--- config.mk ---
export PLATFORM = sky130hd
export DESIGN_NAME = x_delay_sched
export DESIGN_NICKNAME = d
export VERILOG_FILES = /design/src/rtl/x_delay_pkg.sv /design/src/rtl/x_req_latch.sv /design/src/rtl/x_delay_sched.sv
export SDC_FILE = /design/constraint.sdc
export NUM_CORES = 1
export LEC_CHECK = 0
export CELL_PAD_IN_SITES_DETAIL_PLACEMENT = 1
export CELL_PAD_IN_SITES_GLOBAL_PLACEMENT = 1
export CORE_ASPECT_RATIO = 1.75
export CORE_MARGIN = 2
export CORE_UTILIZATION = 40
export DETAILED_ROUTE_END_ITERATION = 6
export HOLD_SLACK_MARGIN = 0.12
export PLACE_DENSITY_LB_ADDON = 0.1
export SLEW_MARGIN = 40
export SYNTH_ARGS = -nofsm -noshare
export SYNTH_HDL_FRONTEND = slang
export SYNTH_SLANG_ARGS = --single-unit
--- constraint.sdc ---
create_clock -name clock -period 5.7 [get_ports clock]
set_input_delay 0.57 -clock clock [delete_from_list [all_inputs] [get_ports clock]]
set_output_delay 0.57 -clock clock [all_outputs]
set_load 0.02 [all_outputs]
--- src/rtl/x_delay_pkg.sv ---
// Shared definitions for the delayed-pulse scheduler: FSM encoding and default sizes.
package x_delay_pkg;

  typedef enum logic [1:0] {
    IDLE  = 2'd0,
    COUNT = 2'd1,
    FIRE  = 2'd2
  } state_t;

  localparam int DEF_NREQ  = 4;
  localparam int DEF_MXDLY = 4;

endpackage

--- src/rtl/x_req_latch.sv ---
// One requester slot: rising-edge detect on a level trigger, a pending latch
// cleared by the scheduler's grant, and an overflow pulse for dropped edges.
module x_req_latch (
  input  logic clock,
  input  logic reset_n,
  input  logic d,
  input  logic clear,
  output logic pending,
  output logic overflow
);

  logic inhibit;
  logic edge_det;

  assign edge_det = d & ~inhibit;

  // A fresh edge beats a same-cycle clear, so a retrigger during its own grant is kept.
  always_ff @(posedge clock or negedge reset_n) begin
    if (!reset_n) begin
      inhibit  <= 1'b0;
      pending  <= 1'b0;
      overflow <= 1'b0;
    end else begin
      inhibit  <= d;
      overflow <= edge_det & pending & ~clear;
      if (edge_det) begin
        pending <= 1'b1;
      end else if (clear) begin
        pending <= 1'b0;
      end
    end
  end

endmodule

--- src/rtl/x_delay_sched.sv ---
// Round-robin scheduler: grants one pending requester at a time, counts down its
// delay and emits a single-cycle pulse tagged with the requester index.
module x_delay_sched
  import x_delay_pkg::*;
#(
  parameter int NREQ  = DEF_NREQ,
  parameter int MXDLY = DEF_MXDLY,
  parameter int MXID  = 2
) (
  input  logic                  clock,
  input  logic                  reset_n,
  input  logic                  enable,
  input  logic [NREQ-1:0]       d,
  input  logic [NREQ*MXDLY-1:0] delay,
  output logic                  q,
  output logic [MXID-1:0]       q_id,
  output logic                  busy,
  output logic [NREQ-1:0]       pending,
  output logic [NREQ-1:0]       overflow
);

  state_t            state;
  state_t            state_nxt;
  logic [MXDLY-1:0]  cnt;
  logic [MXDLY-1:0]  cnt_nxt;
  logic [MXID-1:0]   grant;
  logic [MXID-1:0]   grant_nxt;
  logic [MXID-1:0]   rr_ptr;
  logic [MXID-1:0]   rr_ptr_nxt;
  logic [NREQ-1:0]   clear;
  logic              found;
  logic [MXID-1:0]   sel;
  logic [MXDLY-1:0]  delay_arr [NREQ];

  for (genvar i = 0; i < NREQ; i++) begin : g_req
    assign delay_arr[i] = delay[i*MXDLY +: MXDLY];

    x_req_latch u_latch (
      .clock    (clock),
      .reset_n  (reset_n),
      .d        (d[i]),
      .clear    (clear[i]),
      .pending  (pending[i]),
      .overflow (overflow[i])
    );
  end

  // Walk downward so the candidate closest to ptr (k = 0) is the one left standing.
  function automatic logic [MXID:0] rr_pick(input logic [NREQ-1:0] pend,
                                            input logic [MXID-1:0] ptr);
    logic [MXID:0] res;
    logic [MXID:0] idx;
    res = '0;
    for (int k = NREQ - 1; k >= 0; k--) begin
      idx = {1'b0, ptr} + (MXID+1)'(k);
      if (idx >= (MXID+1)'(NREQ)) begin
        idx = idx - (MXID+1)'(NREQ);
      end
      if (pend[idx[MXID-1:0]]) begin
        res = {1'b1, idx[MXID-1:0]};
      end
    end
    return res;
  endfunction

  assign {found, sel} = rr_pick(pending, rr_ptr);

  always_ff @(posedge clock or negedge reset_n) begin
    if (!reset_n) begin
      state  <= IDLE;
      cnt    <= '0;
      grant  <= '0;
      rr_ptr <= '0;
    end else begin
      state  <= state_nxt;
      cnt    <= cnt_nxt;
      grant  <= grant_nxt;
      rr_ptr <= rr_ptr_nxt;
    end
  end

  always_comb begin
    state_nxt  = state;
    cnt_nxt    = cnt;
    grant_nxt  = grant;
    rr_ptr_nxt = rr_ptr;
    clear      = '0;
    case (state)
      IDLE: begin
        if (enable && found) begin
          grant_nxt  = sel;
          cnt_nxt    = delay_arr[sel];
          clear[sel] = 1'b1;
          state_nxt  = COUNT;
        end
      end
      COUNT: begin
        if (cnt == '0) begin
          state_nxt = FIRE;
        end else begin
          cnt_nxt = cnt - 1'b1;
        end
      end
      FIRE: begin
        rr_ptr_nxt = (grant == MXID'(NREQ - 1)) ? '0 : grant + 1'b1;
        state_nxt  = IDLE;
      end
      default: begin
        state_nxt = IDLE;
      end
    endcase
  end

  assign q    = (state == FIRE);
  assign q_id = q ? grant : '0;
  assign busy = (state == COUNT) || (state == FIRE);

endmodule

# Yosys cells after proc, flatten, opt, wreduce, memory -nomap -nowiden
# Index checks and enable logic that the tools add are counted.
[word_totals]
register_bits = 22
in_bits = 23
out_inout_bits = 12
[op_classes]
addsub = 9
magnitude_cmp = 11
n_eq_ne = 6
mux = 39
bitwise = 21
n_reduce_logical = 13
[op_table]
columns = ["operator", "count"]
rows = [
  ["2-to-1 mux 4 bit", 6],
  ["2-to-1 mux 2 bit", 8],
  ["less-than comparator 2 x 3 -> 1 bit, second input constant", 5],
  ["2-to-1 mux 1 bit", 13],
  ["bitwise AND 1 bit", 12],
  [">= comparator 3 bit, second input constant", 4],
  ["2-to-1 mux 3 bit", 4],
  ["nonzero test 2 bit", 5],
  ["binary-select mux 1 bit (select 2 bit)", 4],
  ["binary-select mux 4 bit (select 2 bit)", 1],
  ["inverter 1 bit", 8],
  ["one-hot mux 4 bit (2 select lines)", 1],
  ["subtractor 2 x 1 -> 2 bit, second input constant", 4],
  ["adder 2 x 2 -> 3 bit, second input constant", 2],
  ["!= test 2 bit, second input constant", 3],
  ["== test 2 bit, second input constant", 2],
  ["zero test 4 bit", 1],
  ["one-hot mux 2 bit (2 select lines)", 1],
  ["AND reduction 2 bit", 2],
  ["subtractor 4 x 1 -> 4 bit, second input constant", 1],
  ["adder 2 x 1 -> 3 bit, second input constant", 1],
  [">= comparator 2 x 3 -> 1 bit, second input constant", 1],
  ["inverter 2 -> 3 bit", 1],
  ["AND reduction 3 bit", 1],
  ["7 further kinds", 8],
]

# Depth between registers and ports, before layout
[logic_depth]
ltp_word = 17
ltp_mapped = 8
mapped_depth_nobuf = 7

# Hierarchy
# Synthesis repeated with hierarchy kept, for this count alone.
[unflattened]
cells_unflattened = 117
hier_area_um2 = 1194.9
[by_module_without_submodules]
columns = ["mod", "n_inst", "cells_per_inst", "area_per_inst_um2"]
rows = [
  ["x_delay_sched", 1, 89, 814.5],
  ["x_req_latch", 4, 7, 95.1],
]

# Worst setup path before layout
# Ideal clock, no wire load.
[synth_timing]
path_kind = "reg-to-reg"
from = "register state[0]"
to = "register cnt[3]"
setup_time_ns = 0.134
arrival_ns = 1.762
required_time_ns = 5.566
path_slack_ns = 3.804
stages_incl_launch_ff = 9
path_buffers = 2
path_cell_list = "dfrtp_1 > inv_1 > ha_1 > buf_1 > and2_4 > or3_1 > buf_2 > a2111oi_2 > a211oi_1"
[synth_between]
elab_chain_cells = 3
word_cells_on_any_way = 7
classes_between = "eq/ne (3); mux (1); reduce/logical (3)"
[synth_lines]
columns = ["element", "line_no", "source"]
rows = [
  ["from (decl)", "x_delay_sched.sv:22", "state_t state;"],
  ["from (signal assigned)", "x_delay_sched.sv:75", "state <= state_nxt;"],
  ["== test 2 x 1 -> 1 bit / zero test 2 bit (equally long branches)", "x_delay_sched.sv:88", "case (state)"],
  ["!= test 2 bit (no source line) / nonzero test 2 bit (equally long branches)", "--", ""],
  ["AND reduction 3 bit (no source line)", "--", ""],
  ["to (signal assigned)", "x_delay_sched.sv:76", "cnt <= cnt_nxt;"],
  ["to (decl)", "x_delay_sched.sv:24", "logic [MXDLY-1:0] cnt;"],
]
# Several ways; a longest one is shown, not always the timed one.
# A chain may end at the register's enable or synchronous reset.

# Worst setup path after layout
[layout_timing]
from = "register state[0]"
to = "output q_id[1]"
[layout_between]
elab_chain_cells = 2
[layout_lines]
columns = ["element", "line_no", "source"]
rows = [
  ["== test 2 bit", "x_delay_sched.sv:114", "assign q = (state == FIRE);"],
  ["2-to-1 mux 2 bit", "x_delay_sched.sv:115", "assign q_id = q ? grant : '0;"],
  ["to (decl)", "x_delay_sched.sv:16", "output logic [MXID-1:0] q_id,"],
]
# No other way between the ends.

==> metrics.txt <==
Seq/Total Area, Yosys=0.388; flops & latches, synth=22; Fill cells=409; Worst-path clk slew=80 ps; pin count of the biggest net entering global routing=23; DR pass1 iterations=3; Port Buffers=34; crit path max fanout=6; root buffer cell=clkbuf_8; full die area=4060 um2; CTS Buffer Depth=2; Setup Buffers After CTS=0; Slew Limit Fails=0; vias in the first global route=1242; outcome=completed; Syn-to-layout area delta=26.8%; Max Fclk=428 MHz; Placed Area=1730 um2; worst reg2reg path depth=7; peak supply drop=0.265 mV; Final Instance Area=1800 um2; Final nets=203; Cell Pwr Density=574 nW/um2; RR Endpoint=cnt[0]; net count after synthesis=177; utilization after layout=0.529; Mean Syn Cell Area=9.52 um2; Worst-Margin Slew=556 ps; fin crit share=0.410; DIE WIDTH=49.0 um; setup TNS=0 ps; worst skew pair latency=260 ps; initial antenna violation count=0; vias per cell=5.40; arrival time worst endpoint=1770 ps; asr flop ratio synth=1.00; max_cap viols=0; Worst slew margin=0.625; htree depth=1; CTS tree=built; clock buffer count from CTS=3; number of DRC markers in iteration 0=7; Post-Synthesis Cells=149; worst clock skew=3.37 ps; WL final=3660 um; antenna diode count=0; number of enable flip-flop cells after synthesis=0; GP Congestion=0.801; Reg area=551 um2; Area contributors post-synth=dfrtp_1 (39%), mux2i_1 (5.6%), ha_1 (4.4%); HP Class=input port to asynchronous set/reset pin; area occupied by multi-input gates=744 um2; most numerous cell in the Yosys netlist=dfrtp_1; vias=1182; Worst Setup End Kind=output pin; worst reg2reg path startpoint=cnt[0]; Synth top area share=0.388; overall routing resource usage=0.195; RSZ-0062 raised after global routing=no; Syn. warnings=0; Final Hold Fails=0; fraction of layout cells with a size suffix above 1=0.0920; I/O pin count=35; clk sinks=22; # rows=28; initial core utilization=0.418; Setup violations, final=0; Netlist cell types=42; kind of critical path=flop to output pin; Remaining Overflow, GRT=0; Post-DP HPWL=2930 um; Pleak=0.754 nW; ys flop type=dfrtp_1; Routed Antenna Nets=0; CTS resizes=0; DRC errors left=0; Core ar.=3400 um2; R2R Setup Slk=3620 ps; Req. time, crit path=5130 ps; Routed WL per cell=16.7 um; first-pass GRT wire length=6000 um; Synth top cells by count=dfrtp_1 (22), nand2_1 (12), inv_1 (11), nor2_1 (10); Tmin final=2340 ps; post-synth top area cell=dfrtp_1; Mapped Area=1420 um2; Die Span Y=82.8 um; hold_buf cts=0; crit start category=flop
## routing by layer
layer / GRT usage / up-vias / wire [um] / part of all wire
met1: 0.207 / 590 / 1330 / 0.36
met4: 0.0657 / 0 / 53 / 0.014
met5: 0 / - / 0 / 0
met3: 0.0215 / 4 / 68 / 0.019
met2: 0.396 / 18 / 2220 / 0.60
li1: - / 570 / - / -
## report_power, final
group / switching, mW / internal, mW
Sequential: 0.0729 / 0.213
Clock: 0.0536 / 0.0938
Combinational: 0.339 / 0.262
Total: 0.465 / 0.568
## worst max path at each step
stage               endpoint  cells after the start      from  slack [ps]
finish               q_id[1]                      4  state[0]        3360
floorplan             cnt[3]                      8  state[0]        3800
CTS                  q_id[1]                      4  state[0]        3340
global placement      cnt[3]                      6    enable        3340
global route         q_id[1]                      4  state[0]        3250
detailed placement    cnt[3]                      6    enable        3310
## sequential cells by signal (all words and copies together), names as in the netlist
| name | flops |
|---|---|
| cnt | 4 |
| g_req.u_latch.inhibit | 4 |
| g_req.u_latch.overflow | 4 |
| g_req.u_latch.pending | 4 |
| grant | 2 |
| rr_ptr | 2 |
| state | 2 |
## through the flow
step / power, mW / hold WS, ps / std cells / worst slack [ps]
floorplan: 0.729 / 274 / 149 / 3800
global placement: 0.868 / 411 / 215 / 3340
detailed placement: 0.890 / 436 / 215 / 3310
CTS: 1.05 / 289 / 219 / 3340
global route: 1.11 / 313 / 219 / 3250
finish: 1.03 / 266 / 219 / 3360
## kinds of logic after synthesis
logic type	synth area share
compound gates	0.172
buf+inv	0.0873
mux	0.0644
fa+ha+maj	0.0441
flops	0.388
simple gates	0.244
## critical path: stages, from the launching register on
cell	delay [ps]
dfrtp_1	400
inv_1	80
ha_1	270
and2_1	160
clkdlybuf4s50_1	590
## cell type report
class / instances / share of cell area
clock buffer: 3 / 0.0229
inverter: 11 / 0.0229
timing repair buffer: 34 / 0.186
tap: 45 / 0.0313
multi-input combinational: 103 / 0.414
clock inverter: 1 / 0.0167
sequential: 22 / 0.306
## layout by cell type, fill, tap and decap left out, drive strengths merged, types with 2 or more instances in the layout
cell and instances:
nor2b 7, o21ai 8, or2 2, a211o 2, mux2i 8, a2111oi 2, and2 3, nand2b 7
ha 5, inv 11, o311ai 4, o31ai 4, clkbuf 3, nor3 2, nand2 12, nand4b 2
clkdlybuf4s50 33, nor2 11, nand3 2, nand4 3, a21oi 4, dfrtp 22
No activity file was read; power rests on OpenSTA's default activity.
